## src/rtl/cdb_arbiter.sv

```systemverilog
// cdb_arbiter: per-producer result queues round-robin arbitrated onto one registered CDB broadcast.
// Optional macro CDB_ARB_STATS_EN compiles in grant/conflict counters on the _stat_* ports.
module cdb_arbiter_fifo #(
  parameter int DEPTH = 4,
  parameter int W     = 37
) (
  input  logic         clk_i,
  input  logic         rst_n_i,
  input  logic         en_i,
  input  logic         clear_i,
  input  logic         push_i,
  input  logic [W-1:0] dat_i,
  input  logic         pop_i,
  output logic [W-1:0] head_o,
  output logic         empty_o,
  output logic         full_o
);
  localparam int AW = $clog2(DEPTH);

  logic [W-1:0]  mem_q [DEPTH];
  logic [AW-1:0] head_q, head_d, tail_q, tail_d;
  logic [AW:0]   cnt_q, cnt_d;
  logic          do_push, do_pop;

  assign full_o  = (cnt_q == (AW+1)'(DEPTH));
  assign empty_o = (cnt_q == '0);
  assign head_o  = mem_q[head_q];
  // A push while full is dropped; clear discards producer inputs of the same cycle.
  assign do_push = en_i && !clear_i && push_i && !full_o;
  assign do_pop  = en_i && !clear_i && pop_i && !empty_o;

  always_comb begin
    head_d = head_q;
    tail_d = tail_q;
    cnt_d  = cnt_q;
    if (clear_i) begin
      head_d = '0;
      tail_d = '0;
      cnt_d  = '0;
    end else begin
      if (do_push) tail_d = tail_q + AW'(1);
      if (do_pop)  head_d = head_q + AW'(1);
      if (do_push && !do_pop)      cnt_d = cnt_q + (AW+1)'(1);
      else if (!do_push && do_pop) cnt_d = cnt_q - (AW+1)'(1);
    end
  end

  always_ff @(posedge clk_i or negedge rst_n_i) begin
    if (!rst_n_i) begin
      head_q <= '0;
      tail_q <= '0;
      cnt_q  <= '0;
      for (int i = 0; i < DEPTH; i++) mem_q[i] <= '0;
    end else begin
      head_q <= head_d;
      tail_q <= tail_d;
      cnt_q  <= cnt_d;
      if (do_push) mem_q[tail_q] <= dat_i;
    end
  end
endmodule

module cdb_arbiter #(
  parameter int DEPTH = 4
) (
  input  logic        clk_in,
  input  logic        rst_n_in,
  input  logic        rdy_in,
  input  logic        _clear,
  input  logic        _alu_res_ready,
  input  logic [4:0]  _alu_res_rob_id,
  input  logic [31:0] _alu_res_value,
  output logic        _alu_full,
  input  logic        _ls_res_ready,
  input  logic [4:0]  _ls_res_rob_id,
  input  logic [31:0] _ls_res_value,
  output logic        _ls_full,
  output logic        _cdb_ready,
  output logic [4:0]  _cdb_rob_id,
  output logic [31:0] _cdb_value
`ifdef CDB_ARB_STATS_EN
  ,
  output logic [31:0] _stat_alu_grants,
  output logic [31:0] _stat_ls_grants,
  output logic [31:0] _stat_conflicts
`endif
);
  typedef struct packed {
    logic [4:0]  rob_id;
    logic [31:0] value;
  } cdb_ent_t;

  cdb_ent_t alu_head, ls_head, cdb_q, cdb_d;
  logic     alu_empty, ls_empty, grant_alu, grant_ls;
  logic     prio_q, prio_d, cdb_ready_q, cdb_ready_d;

  cdb_arbiter_fifo #(.DEPTH(DEPTH), .W($bits(cdb_ent_t))) u_alu_q (
    .clk_i   (clk_in),
    .rst_n_i (rst_n_in),
    .en_i    (rdy_in),
    .clear_i (_clear),
    .push_i  (_alu_res_ready),
    .dat_i   ({_alu_res_rob_id, _alu_res_value}),
    .pop_i   (grant_alu),
    .head_o  (alu_head),
    .empty_o (alu_empty),
    .full_o  (_alu_full)
  );

  cdb_arbiter_fifo #(.DEPTH(DEPTH), .W($bits(cdb_ent_t))) u_ls_q (
    .clk_i   (clk_in),
    .rst_n_i (rst_n_in),
    .en_i    (rdy_in),
    .clear_i (_clear),
    .push_i  (_ls_res_ready),
    .dat_i   ({_ls_res_rob_id, _ls_res_value}),
    .pop_i   (grant_ls),
    .head_o  (ls_head),
    .empty_o (ls_empty),
    .full_o  (_ls_full)
  );

  // prio names the source that wins when both heads are waiting.
  assign grant_alu = !alu_empty && (ls_empty || !prio_q);
  assign grant_ls  = !ls_empty && !grant_alu;

  always_comb begin
    prio_d      = prio_q;
    cdb_ready_d = cdb_ready_q;
    cdb_d       = cdb_q;
    if (_clear) begin
      prio_d      = 1'b0;
      cdb_ready_d = 1'b0;
    end else if (rdy_in) begin
      cdb_ready_d = grant_alu || grant_ls;
      if (grant_alu) begin
        cdb_d  = alu_head;
        prio_d = 1'b1;
      end else if (grant_ls) begin
        cdb_d  = ls_head;
        prio_d = 1'b0;
      end
    end
  end

  always_ff @(posedge clk_in or negedge rst_n_in) begin
    if (!rst_n_in) begin
      prio_q      <= 1'b0;
      cdb_ready_q <= 1'b0;
      cdb_q       <= '0;
    end else begin
      prio_q      <= prio_d;
      cdb_ready_q <= cdb_ready_d;
      cdb_q       <= cdb_d;
    end
  end

  assign _cdb_ready  = cdb_ready_q;
  assign _cdb_rob_id = cdb_q.rob_id;
  assign _cdb_value  = cdb_q.value;

`ifdef CDB_ARB_STATS_EN
  logic [31:0] stat_alu_q, stat_ls_q, stat_conf_q;

  // Counters survive a flush; only the reset pin zeroes them.
  always_ff @(posedge clk_in or negedge rst_n_in) begin
    if (!rst_n_in) begin
      stat_alu_q  <= '0;
      stat_ls_q   <= '0;
      stat_conf_q <= '0;
    end else if (rdy_in) begin
      if (!_clear && grant_alu)  stat_alu_q  <= stat_alu_q + 32'd1;
      if (!_clear && grant_ls)   stat_ls_q   <= stat_ls_q + 32'd1;
      if (!alu_empty && !ls_empty) stat_conf_q <= stat_conf_q + 32'd1;
    end
  end

  assign _stat_alu_grants = stat_alu_q;
  assign _stat_ls_grants  = stat_ls_q;
  assign _stat_conflicts  = stat_conf_q;
`endif
endmodule

```

## config.mk

```make
export PLATFORM = sky130hd
export DESIGN_NAME = cdb_arbiter
export DESIGN_NICKNAME = d
export VERILOG_FILES = /design/src/rtl/cdb_arbiter.sv
export SDC_FILE = /design/constraint.sdc
export NUM_CORES = 1
export LEC_CHECK = 0
export BUFFER_PORTS_ARGS = -buffer_cell sky130_fd_sc_hd__buf_2
export CELL_PAD_IN_SITES_DETAIL_PLACEMENT = 0
export CELL_PAD_IN_SITES_GLOBAL_PLACEMENT = 1
export CORE_MARGIN = 5
export CORE_UTILIZATION = 52
export DETAILED_ROUTE_END_ITERATION = 8
export HOLD_SLACK_MARGIN = 0.05
export MAX_ROUTING_LAYER = met4
export PLACE_DENSITY = 0.85
export SYNTH_ARGS = -nofsm -noshare
export SYNTH_HDL_FRONTEND = slang
export SYNTH_HIERARCHICAL = 1
export SYNTH_SLANG_ARGS = --single-unit
```

## constraint.sdc

```tcl
create_clock -name clk_in -period 3.2 [get_ports clk_in]
set_input_delay 0.64 -clock clk_in [delete_from_list [all_inputs] [get_ports clk_in]]
set_output_delay 0.64 -clock clk_in [all_outputs]
set_load 0.01 [all_outputs]
```

### Word-level counts from Yosys, hierarchy flattened

Index checks and enable logic that the tools add are counted.

* bits in registers: 349
* bits of input ports: 80
* output and inout bits: 40
* logic and storage cells: 116

* $add $sub $neg: 8
* magnitude comparators: 6
* eq/ne operators: 2
* mux-type cells: 34
* bitwise logic cells: 5
* reduce and logical (&&, ||, !) cells: 43

Operators by type and width (count)
* bitwise mux 148 bit: 2
* 2-to-1 mux 37 bit: 8
* binary-select mux 37 bit (select 2 bit): 2
* demux 37 bit (select 2 bit): 2
* 2-to-1 mux 3 bit: 6
* logical AND 1 bit: 17
* 2-to-1 mux 2 bit: 8
* >= comparator 3 bit (second input constant): 4
* inverter 2 -> 3 bit: 4
* nonzero test 2 bit: 6
* logical NOT 1 bit: 11
* nonzero test 3 bit: 3
* adder 2 x 1 -> 2 bit (second input constant): 4
* adder 3 x 1 -> 3 bit (second input constant): 2
* == test 3 bit (second input constant): 2
* logical NOT 3 bit: 2
* less-than comparator 3 x 1 -> 1 bit (second input constant): 2
* 2-to-1 mux 1 bit: 6
* subtractor 3 x 1 -> 3 bit (second input constant): 2
* AND reduction 3 bit: 1
* logical OR 1 bit: 2
* AND reduction 2 bit: 1
* inverter 1 bit: 1

### Depth between registers and ports, before layout

Gate-level depths: netlist (run 1).

* depth in word-level cells: 11
* gate-level depth with buffers: 13
* mapped depth without buffers: 11

### Modules after synthesis

The synthesis (run 1) kept the hierarchy.

Modules (own cells, without submodules)
* cdb_arbiter_fifo: instances 2, cells an instance 401, area each 7513.5 um^2
* cdb_arbiter: instances 1, cells an instance 227, area each 2045.7 um^2

### Worst setup path after synthesis (run 1)

No wires, ideal clock.

* kind: register to register
* start: reg u_alu_q.cnt_q[1]
* end: reg u_ls_q.cnt_q[2]
* library setup time: 0.079 ns
* arrival time: 2.696 ns
* setup slack: 0.425 ns
* cell stages (with the launch flop): 14
* path buffers: 3
* period minus slack after synthesis: 2.775 ns
* path through: dfrtp_1 > or3_4 > inv_1 > buf_6 > buf_2 > nor2_1 > nor2_1 > and3_1 > buf_2 > nor2b_1 > fa_1 > nand3b_1 > o32ai_2 > mux2i_1

* cells in the longest elaborated chain, start to end: 11

RTL lines
* from (decl): line 22 `logic [AW:0] cnt_q, cnt_d;`
* from (signal assigned): line 57 `cnt_q <= cnt_d;`
* logical NOT 3 bit *: line 26 `assign empty_o = (cnt_q == '0);`
* named net alu_empty: line 94 `logic alu_empty, ls_empty, grant_alu, grant_ls;`
* logical NOT 1 bit *: line 124 `assign grant_alu = !alu_empty && (ls_empty || !prio_q);`
* logical AND 1 bit *: line 124
* named net grant_alu: line 94
* logical NOT 1 bit *: line 125 `assign grant_ls = !ls_empty && !grant_alu;`
* logical AND 1 bit *: line 125
* named net grant_ls: line 94
* logical AND 1 bit * (2 in a row): line 30 `assign do_pop = en_i && !clear_i && pop_i && !empty_o;`
* logical NOT 1 bit: line 43 `if (do_push && !do_pop) cnt_d = cnt_q + (AW+1)'(1);`
* logical AND 1 bit: line 43
* 2-to-1 mux 3 bit: line 43
* 2-to-1 mux 3 bit: line 36 `if (clear_i) begin`
* to (signal assigned): line 57
* to (decl): line 22

The timed path passes the listed nets; every way through them passes the cells marked *.
A chain may end at the register's enable or synchronous reset.

### Worst setup path after layout (run 1)

* start: reg u_ls_q.cnt_q[1]
* end: reg u_alu_q.cnt_q[2]

* cells in the longest elaborated chain, start to end: 9

RTL lines (line)
* logical NOT 3 bit *: 26
* named net ls_empty: 94
* logical OR 1 bit *: 124
* logical AND 1 bit *: 124
* named net grant_alu: 94
* logical AND 1 bit * (2 in a row): 30
* logical NOT 1 bit: 43
* logical AND 1 bit: 43
* 2-to-1 mux 3 bit: 43
* 2-to-1 mux 3 bit: 36

Marks and branches as above.

==> results.yml, run 1 <==
layout:
  drive_gt1_share_pct: 51.4
  n_fill_cell: 2390
  syn2layout_area_growth_pct: 11.8
  seq_area_um2: 8740
  fin_nets: 1228
  multiInputGateArea_um2: 7480
  finalNonFillerCells: 1617
sta:
  worst_slack_ns: 0.485
  hold_viol_final: 0
  max_freq_mhz: 368
  slew_headroom_pct: 50.7
  fin_crit_sh_pct: 84.8
  whs_ns: 0.120
  worst_slew_pin_slew_ns: 0.740
  fin_crit_ns: 2.72
  tns_ns: 0
  rsz0062_at_grt: "false"
  finalSetupViolCount: 0
  clock_skew_ns: 0.0140
  maxSlewViolCount: 0
clock_tree:
  clock_sinks: 349
  cts_setup_buffers: 0
  htree_levels: 2
  clk_path_buf_depth: 3
  cts_resized: 0
  cts_hold_buf: 0
  clk_latency_ns: 0.51
  path_clk_slew_ns: 0.06
  root_buffer: "clkbuf_16"
  cts_tree: "yes"
  cts_buffers: 38
worst_setup_path:
  cp_max_fo: 4
  startpoint_type: "flop"
  cp-end-kind: "flop"
  rr_startpoint: "u_ls_q/cnt_q[1]"
  crit_type: "flop to flop"
  cp.required_ns: 3.64
  arrival_ns: 3.15
  crit_start: "u_ls_q/cnt_q[1]"
  r2r_slack_ns: 0.48
place:
  post-place-ws_ns: 0.503
  port_buffers: 119
  place.gp.congestion: 0.792
  place_hpwl_mm: 23.6
  dpl.cell_count: 1540
hold_path:
  min_path_type: "input port to asynchronous set/reset pin"
power:
  powerDensity_nw_per_um2: 818
  leakagePower_nw: 9.29
  ir_drop_mv: 0.376
  power_mw: 15.6
route:
  met2_length_mm: 16.7
  drc_errors: 0
  ant_nets: 0
  initialDrtViolationCount: 680
  m1WireLength_mm: 17.8
  wl_met3_mm: 1.87
  vias_per_cell: 5.69
  via_count: 9203
  highest_layer: "met4"
  routedWlPerCell_um: 23.0
  drt_wl_total_mm: 37.1
  dr.pass1.iters: 5
synthesis:
  synth_top_cell_area_share_pct: 51.2
  synthSimpleGateAreaFrac_pct: 3.64
  syn_area_um2: 17100
  synth-seq-area-share_pct: 51.2
  synth_fa_ha_area_share_pct: 0.821
  yosys_register_bits: 349
  synth_nets: 1119
  ys.flop_type: "dfrtp_1"
  syn-instance-count: 1029
  yosys-top-cells-area: "dfrtp_1 (51%), mux2_4 (21%), mux4_2 (9.8%)"
  yosysWarnings: 6
  synth_most_common_cell: "dfrtp_1"
  synth_edf_count: 0
  synth_top_family_by_area: "multiplexers"
  synth_largest_area_cell: "dfrtp_1"
  async_flop_share_pct: 100
  yosysUniqueCellTypes: 42
  synth_xor_area_share_pct: 0.498
  synthTopCellsByCount: "dfrtp_1 (349), mux2_4 (240), mux4_2 (74)"
  muxShareOfSynthArea_pct: 35.0
  synth_compound_area_share_pct: 3.83
  syn_area_per_cell_um2: 16.6
floorplanning:
  core_um2: 32500
  die_area_um2: 36600
  die_w_um: 191
  die_y_um: 191
  rows: 66
  floorplan.initialDensity_pct: 52.6
  io_pins: 120
flow_run:
  cap_violations: 0
grt:
  grt_max_degree: 89
  grt_pass1_vias: 9862
  antenna_found_initial: 6
  grt_pass1_wl_mm: 58.7
  overflow: 0
  grt_util_all_layers_pct: 21.0
outcome:
  status: "completed"
-- cells by family after synthesis --
group,Yosys count
multiplexers,378
flip-flops,349
AO/OA/AOI/OAI,116
AND/OR/NAND/NOR,85
buffers and inverters,83
adder cells (fa/ha/maj),10
XOR/XNOR,8
-- final timing paths --
check                           depth (start not counted)                 to
worst max-delay path                                   10   u_alu_q/cnt_q[2]
worst min-delay path                                    1     _cdb_value[19]
worst max register to register                         10   u_alu_q/cnt_q[2]
worst min register to register                          1         _cdb_ready
max in group asynchronous                               2     _cdb_rob_id[1]
min in group clk_in                                     2  u_ls_q/mem_q[147]
-- report_power, final --
part	total [mW]	switching [mW]	internal (mW)	leakage, nW
logic	4.53	2.19	2.34	4.07
registers	6.25	0.741	5.51	4.53
clock network	4.81	1.77	3.04	0.697
total	15.6	4.70	10.9	9.29
-- sequential cells by signal, summed over array words and instances, names as in the netlist, 2 cells and up --
register	cells
u_ls_q/cnt_q	3
u_alu_q/mem_q	148
u_ls_q/mem_q	148
_cdb_value	32
u_alu_q/tail_q	2
u_alu_q/cnt_q	3
u_ls_q/head_q	2
u_alu_q/head_q	2
u_ls_q/tail_q	2
_cdb_rob_id	5
-- layer usage --
layer | up-vias | global-route usage (%)
met4 | 0 | 4.70
met5 | - | -
met3 | 56 | 4.36
met2 | 204 | 30.0
li1 | 4038 | -
met1 | 4905 | 31.3
-- stage by stage --
stage	utilization, %	cell area (µm²)
floorplan	-	17100
global placement	54.4	17700
detailed placement	54.4	17700
CTS	58.7	19100
global route	58.8	19100
finish	58.8	19100
-- critical path: stages (launching register included) --
cell and delay, ns:
dfrtp_1 0.42, or3_4 0.42, inv_1 0.13, nor2b_2 0.06, nor2_1 0.20, and3_1 0.33
nor2b_1 0.09, fa_1 0.38, nand3b_1 0.19, o32ai_2 0.23, mux2i_1 0.20
-- placed cells by master (no fill, tap or decap), types with 10 or more instances in the layout --
master and instances:
a21oi_1 38, a31oi_1 37, buf_2 118, buf_4 16
clkbuf_16 41, clkbuf_8 10, dfrtp_1 347, inv_1 10
mux2_2 56, mux2_4 240, mux4_2 74, nand3_1 37
nor2_1 11, o21ai_0 35
-- area by class of cell --
cell class,count,share of cell area [%]
Sequential cell,349,45.8
Multi-Input combinational cell,597,39.2
Clock buffer,54,6.16
Timing Repair Buffer,141,4.43
Tap cell,442,2.90
Clock inverter,15,1.21
Inverter,11,0.216
Antenna cell,8,0.105
(Power assumes the default switching activity.)
==> run 2: changes to the inputs <==
clock period = 2.6 ns   (was 3.2 ns; I/O delays follow)
==> run 2 against run 1 <==
Global-route usage decreased by 0.37 points. Combinational power increased by 25%. Wire length decreased by 2.5%. Critical path type unchanged. First-iteration DRC count decreased by 3.5%. Setup slack got worse by 0.36 ns. Clock power increased by 7.5%.
==> results.yml, run 2 (synthesis gave the netlist of run 1 again) <==
outcome:
  status: "completed"
sta:
  fin_crit_ns: 2.48
  tns_ns: 0
  clock_skew_ns: 0.0166
  worst_slew_pin_slew_ns: 0.614
  rsz0062_at_grt: "false"
  fin_crit_sh_pct: 95.3
  max_freq_mhz: 404
  finalSetupViolCount: 0
  maxSlewViolCount: 0
  hold_viol_final: 0
  slew_headroom_pct: 59.1
  worst_slack_ns: 0.122
floorplanning:
  core_um2: 32500
  die_w_um: 191
  floorplan.initialDensity_pct: 52.6
  die_y_um: 191
  io_pins: 120
  rows: 66
  die_area_um2: 36600
worst_setup_path:
  cp.required_ns: 3.04
  arrival_ns: 2.91
  path_buf_inv: 1
  startpoint_type: "flop"
  critical-path-top-delay-family: "simple AND/OR/NAND/NOR gates"
  crit_type: "flop to flop"
  cp_max_fo: 4
  cp_cell_sequence: "or3_4 -> inv_2 -> nor2b_2 -> nor2_4 -> and3_1 -> nor2b_1 -> fa_1 -> nand3b_1 -> o32ai_2 -> mux2i_1"
  cp-end-kind: "flop"
  crit_path_top_delay_cell: "or3_4"
  critPathMaxStageDelay_ns: 0.43
place:
  place_area_um2: 17800
  place.gp.congestion: 0.797
  place_hpwl_mm: 23.4
  port_buffers: 119
  dpl.cell_count: 1545
  post-place-ws_ns: 0.147
power:
  leakagePower_nw: 9.24
  ir_drop_mv: 0.465
  powerDensity_nw_per_um2: 972
route:
  vias_per_cell: 5.67
  drt_wl_total_mm: 36.2
  dr.pass1.iters: 6
  ant_nets: 0
  drc_errors: 0
  via_count: 9214
  initialDrtViolationCount: 656
  routedWlPerCell_um: 22.3
clock_tree:
  cts_tree: "yes"
  root_buffer: "clkbuf_16"
  cts_buffers: 38
  clk_latency_ns: 0.51
  path_clk_slew_ns: 0.06
  clk_path_buf_depth: 3
  clock_sinks: 349
  htree_levels: 2
layout:
  finalNonFillerCells: 1624
  fin_nets: 1235
  final_cell_mix: "dfrtp_1 (347), mux2_4 (240), buf_2 (118)"
  syn2layout_area_growth_pct: 11.3
  final_common_cell: "dfrtp_1"
  final_area_um2: 19000
  drive_gt1_share_pct: 51.6
  final_util_pct: 58.6
grt:
  grt_util_all_layers_pct: 20.6
  overflow: 0
  antenna_found_initial: 10
  grt_pass1_vias: 9757
  grt_pass1_wl_mm: 57.8
  grt_max_degree: 64
flow_run:
  cap_violations: 0
hold_path:
  min_path_type: "input port to flop"
==> run 2: layout make-up <==
class,instances,area (µm²)
clock inverter,10,82.6
sequential,349,8740
inverter,11,43.8
tap,442,553
antenna,11,27.5
multi-input combinational,597,7510
clock buffer,56,1120
fill,2467,13400
timing repair buffer,148,938
==> run 2: worst paths after layout <==
path	slack, ns	endpoint	cells past startpoint	from
max	0.12	u_alu_q/cnt_q[2]	10	u_ls_q/cnt_q[1]
min	0.27	prio_q	2	rdy_in
max reg2reg	0.12	u_alu_q/cnt_q[2]	10	u_ls_q/cnt_q[1]
min reg2reg	0.47	_cdb_ready	1	_cdb_ready
max in group asynchronous	1.23	u_ls_q/mem_q[138]	4	rst_n_in
min in group asynchronous	0.52	u_alu_q/mem_q[146]	2	rst_n_in
==> run 2: routing by layer <==
| metal | up-vias | GRT usage (%) | routed length, µm |
|---|---|---|---|
| met5 | - | - | 0 |
| met4 | 0 | 6.57 | 1070 |
| met3 | 66 | 3.56 | 1690 |
| met2 | 188 | 29.8 | 16500 |
| met1 | 4895 | 30.0 | 17000 |
| li1 | 4065 | - | - |
==> run 2: repair_timing <==
item                                   CTS  global route
setup endpoints to repair                0             1
buffers inserted                         0             1
resized for setup                        0             1
endpoints found under the hold margin   49             0
hold buffers                             1             0
==> run 2: per-stage QoR <==
stage	hold slack (ns)	power [mW]
global route	0.247	19.4
global placement	0.453	13.1
floorplan	0.224	11.7
finish	0.268	18.5
CTS	0.240	18.6
detailed placement	0.461	13.3
==> run 2: where the power goes <==
part	internal, mW	switching (mW)
clock	3.08	2.09
sequential	6.79	0.840
combinational	2.94	2.74
total	12.8	5.67
==> run 3: changes to the inputs <==
CORE_UTILIZATION = 54   (was 52)
CTS_BUF_LIST = sky130_fd_sc_hd__clkbuf_4   (was unset)
PLACE_DENSITY = 0.88   (was 0.85)
==> run 3 against run 2 <==
Clock skew is 0.035 ns higher. Critical endpoint is now u_ls_q/cnt_q[2]. Sequential power hardly changed. Largest power group unchanged. Combinational power is 2% higher. Global-route usage is 0.81 points higher.
==> results.yml, run 3 (synthesis gave the netlist of run 1 again) <==
floorplanning:
  io_pins: 120
  core_um2: 31400
  floorplan.initialDensity_pct: 54.4
  die_area_um2: 35300
  die_y_um: 188
  rows: 65
  die_w_um: 188
worst_setup_path:
  critPathMaxStageDelay_ns: 0.42
  startpoint_type: "flop"
  cp_max_fo: 5
  crit_type: "flop to flop"
  crit_path_top_delay_cell: "dfrtp_1"
  arrival_ns: 3.05
  cp.required_ns: 3.21
  cp-end-kind: "flop"
  cp_cell_sequence: "or3_4 -> inv_4 -> nor2_4 -> nor2_2 -> and3_4 -> nor2b_4 -> fa_2 -> nand3b_1 -> o32ai_2 -> mux2i_1"
grt:
  gr-usage-met2_pct: 32.2
  busiest_layer: "met2"
  grt_use_met1_pct: 29.1
  grt_pass1_vias: 10671
  grt_util_all_layers_pct: 21.4
  grt_util_met3_pct: 4.47
  grt_max_degree: 68
  grt_pass1_wl_mm: 58.6
  antenna_found_initial: 5
  overflow: 0
route:
  dr.pass1.iters: 5
  vias_per_cell: 5.58
  ant_nets: 0
  drt_wl_total_mm: 36.5
  via_count: 9663
  routedWlPerCell_um: 21.1
  initialDrtViolationCount: 642
  drc_errors: 0
sta:
  worst_slew_pin_slew_ns: 0.600
  worst_slack_ns: 0.165
  clock_skew_ns: 0.0518
  rsz0062_at_grt: "false"
  fin_crit_sh_pct: 93.7
  whs_ns: 0.122
  finalSetupViolCount: 0
  fin_crit_ns: 2.44
  max_freq_mhz: 411
  maxSlewViolCount: 0
  hold_viol_final: 0
  slew_headroom_pct: 60.0
layout:
  final_cell_mix: "dfrtp_1 (347), mux2_4 (240), clkbuf_4 (133)"
  final_util_pct: 62.0
  syn2layout_area_growth_pct: 14.0
  drive_gt1_share_pct: 51.9
  final_area_um2: 19500
  fin_nets: 1352
  n_fill_cell: 2258
  final_common_cell: "dfrtp_1"
clock_tree:
  cts_buffers: 90
  cts_tree: "yes"
  clk_path_buf_depth: 3
  clock_sinks: 349
  path_clk_slew_ns: 0.07
  htree_levels: 3
  root_buffer: "clkbuf_4"
  clk_latency_ns: 0.70
place:
  place_area_um2: 17700
  post-place-ws_ns: 0.139
  place_hpwl_mm: 23.4
  place.gp.congestion: 0.849
  port_buffers: 119
power:
  powerDensity_nw_per_um2: 925
  leakagePower_nw: 9.58
  ir_drop_mv: 0.468
  power_mw: 18.0
outcome:
  status: "completed"
flow_run:
  cap_violations: 0
hold_path:
  min_path_type: "input port to flop"
run 3: cell types whose count changed in the layout (fill, tap and decap cells not counted), sizes merged:
cell / delta
buf: +3
clkbuf: +77
clkinv: +11
diode: -6
dlygate4sd3: +62
inv: +1
run 3: metal layers:
layer | share of wire, % | wire [µm]
met5 | 0 | 0
met4 | 2.1 | 760
met3 | 3.9 | 1440
met2 | 47 | 17300
met1 | 46 | 17000
run 3: worst max-delay path: cells and delay by family, from the launching register on:
family / cells / cell delay [ns]
fa+ha+maj: 1 / 0.35
compound gates: 1 / 0.23
mux: 1 / 0.22
flops: 1 / 0.42
simple gates: 6 / 1.07
buf+inv: 1 / 0.08
run 3: stage by stage:
stage / setup TNS (ns) / cells
after global placement: 0 / 1507
after floorplan: -0.0248 / 1029
after detailed placement: 0 / 1507
after global routing: 0 / 1732
after CTS: 0 / 1725
final: 0 / 1732
run 3: report_power, final:
part | switching [mW] | leakage, nW | internal (mW) | total [mW]
logic | 2.76 | 4.38 | 3.01 | 5.78
registers | 0.848 | 4.53 | 6.78 | 7.63
clock network | 2.18 | 0.669 | 2.43 | 4.61
total | 5.79 | 9.58 | 12.2 | 18.0
run 3: cell type report:
| cell class | instances | area [µm²] | area share, % |
|---|---|---|---|
| clock inverter | 22 | 115 | 0.591 |
| inverter | 11 | 43.8 | 0.225 |
| antenna | 5 | 12.5 | 0.0643 |
| clock buffer | 133 | 998 | 5.13 |
| multi-input combinational | 597 | 7510 | 38.5 |
| timing repair buffer | 213 | 1560 | 7.99 |
| tap | 402 | 503 | 2.58 |
| sequential | 349 | 8740 | 44.9 |
run 3: path summary, 6_finish.rpt:
path	slack, ns	cells past startpoint	start	end
min in group asynchronous	0.36	2	rst_n_in	u_alu_q/tail_q[1]
worst max register to register	0.16	10	u_alu_q/cnt_q[0]	u_ls_q/cnt_q[2]
max in group asynchronous	1.44	3	rst_n_in	u_alu_q/mem_q[134]
worst min-delay path	0.12	2	_alu_res_value[7]	u_alu_q/mem_q[118]
worst min register to register	0.48	1	_cdb_ready	_cdb_ready
worst max-delay path	0.16	10	u_alu_q/cnt_q[0]	u_ls_q/cnt_q[2]
run 3: repair_timing:
action / in CTS / in global routing
resized for setup: 0 / 1
buffers inserted: 0 / 2
endpoints found under the hold margin: 265 / 0
endpoints found under the setup margin: 0 / 2
hold buffers: 63 / 0
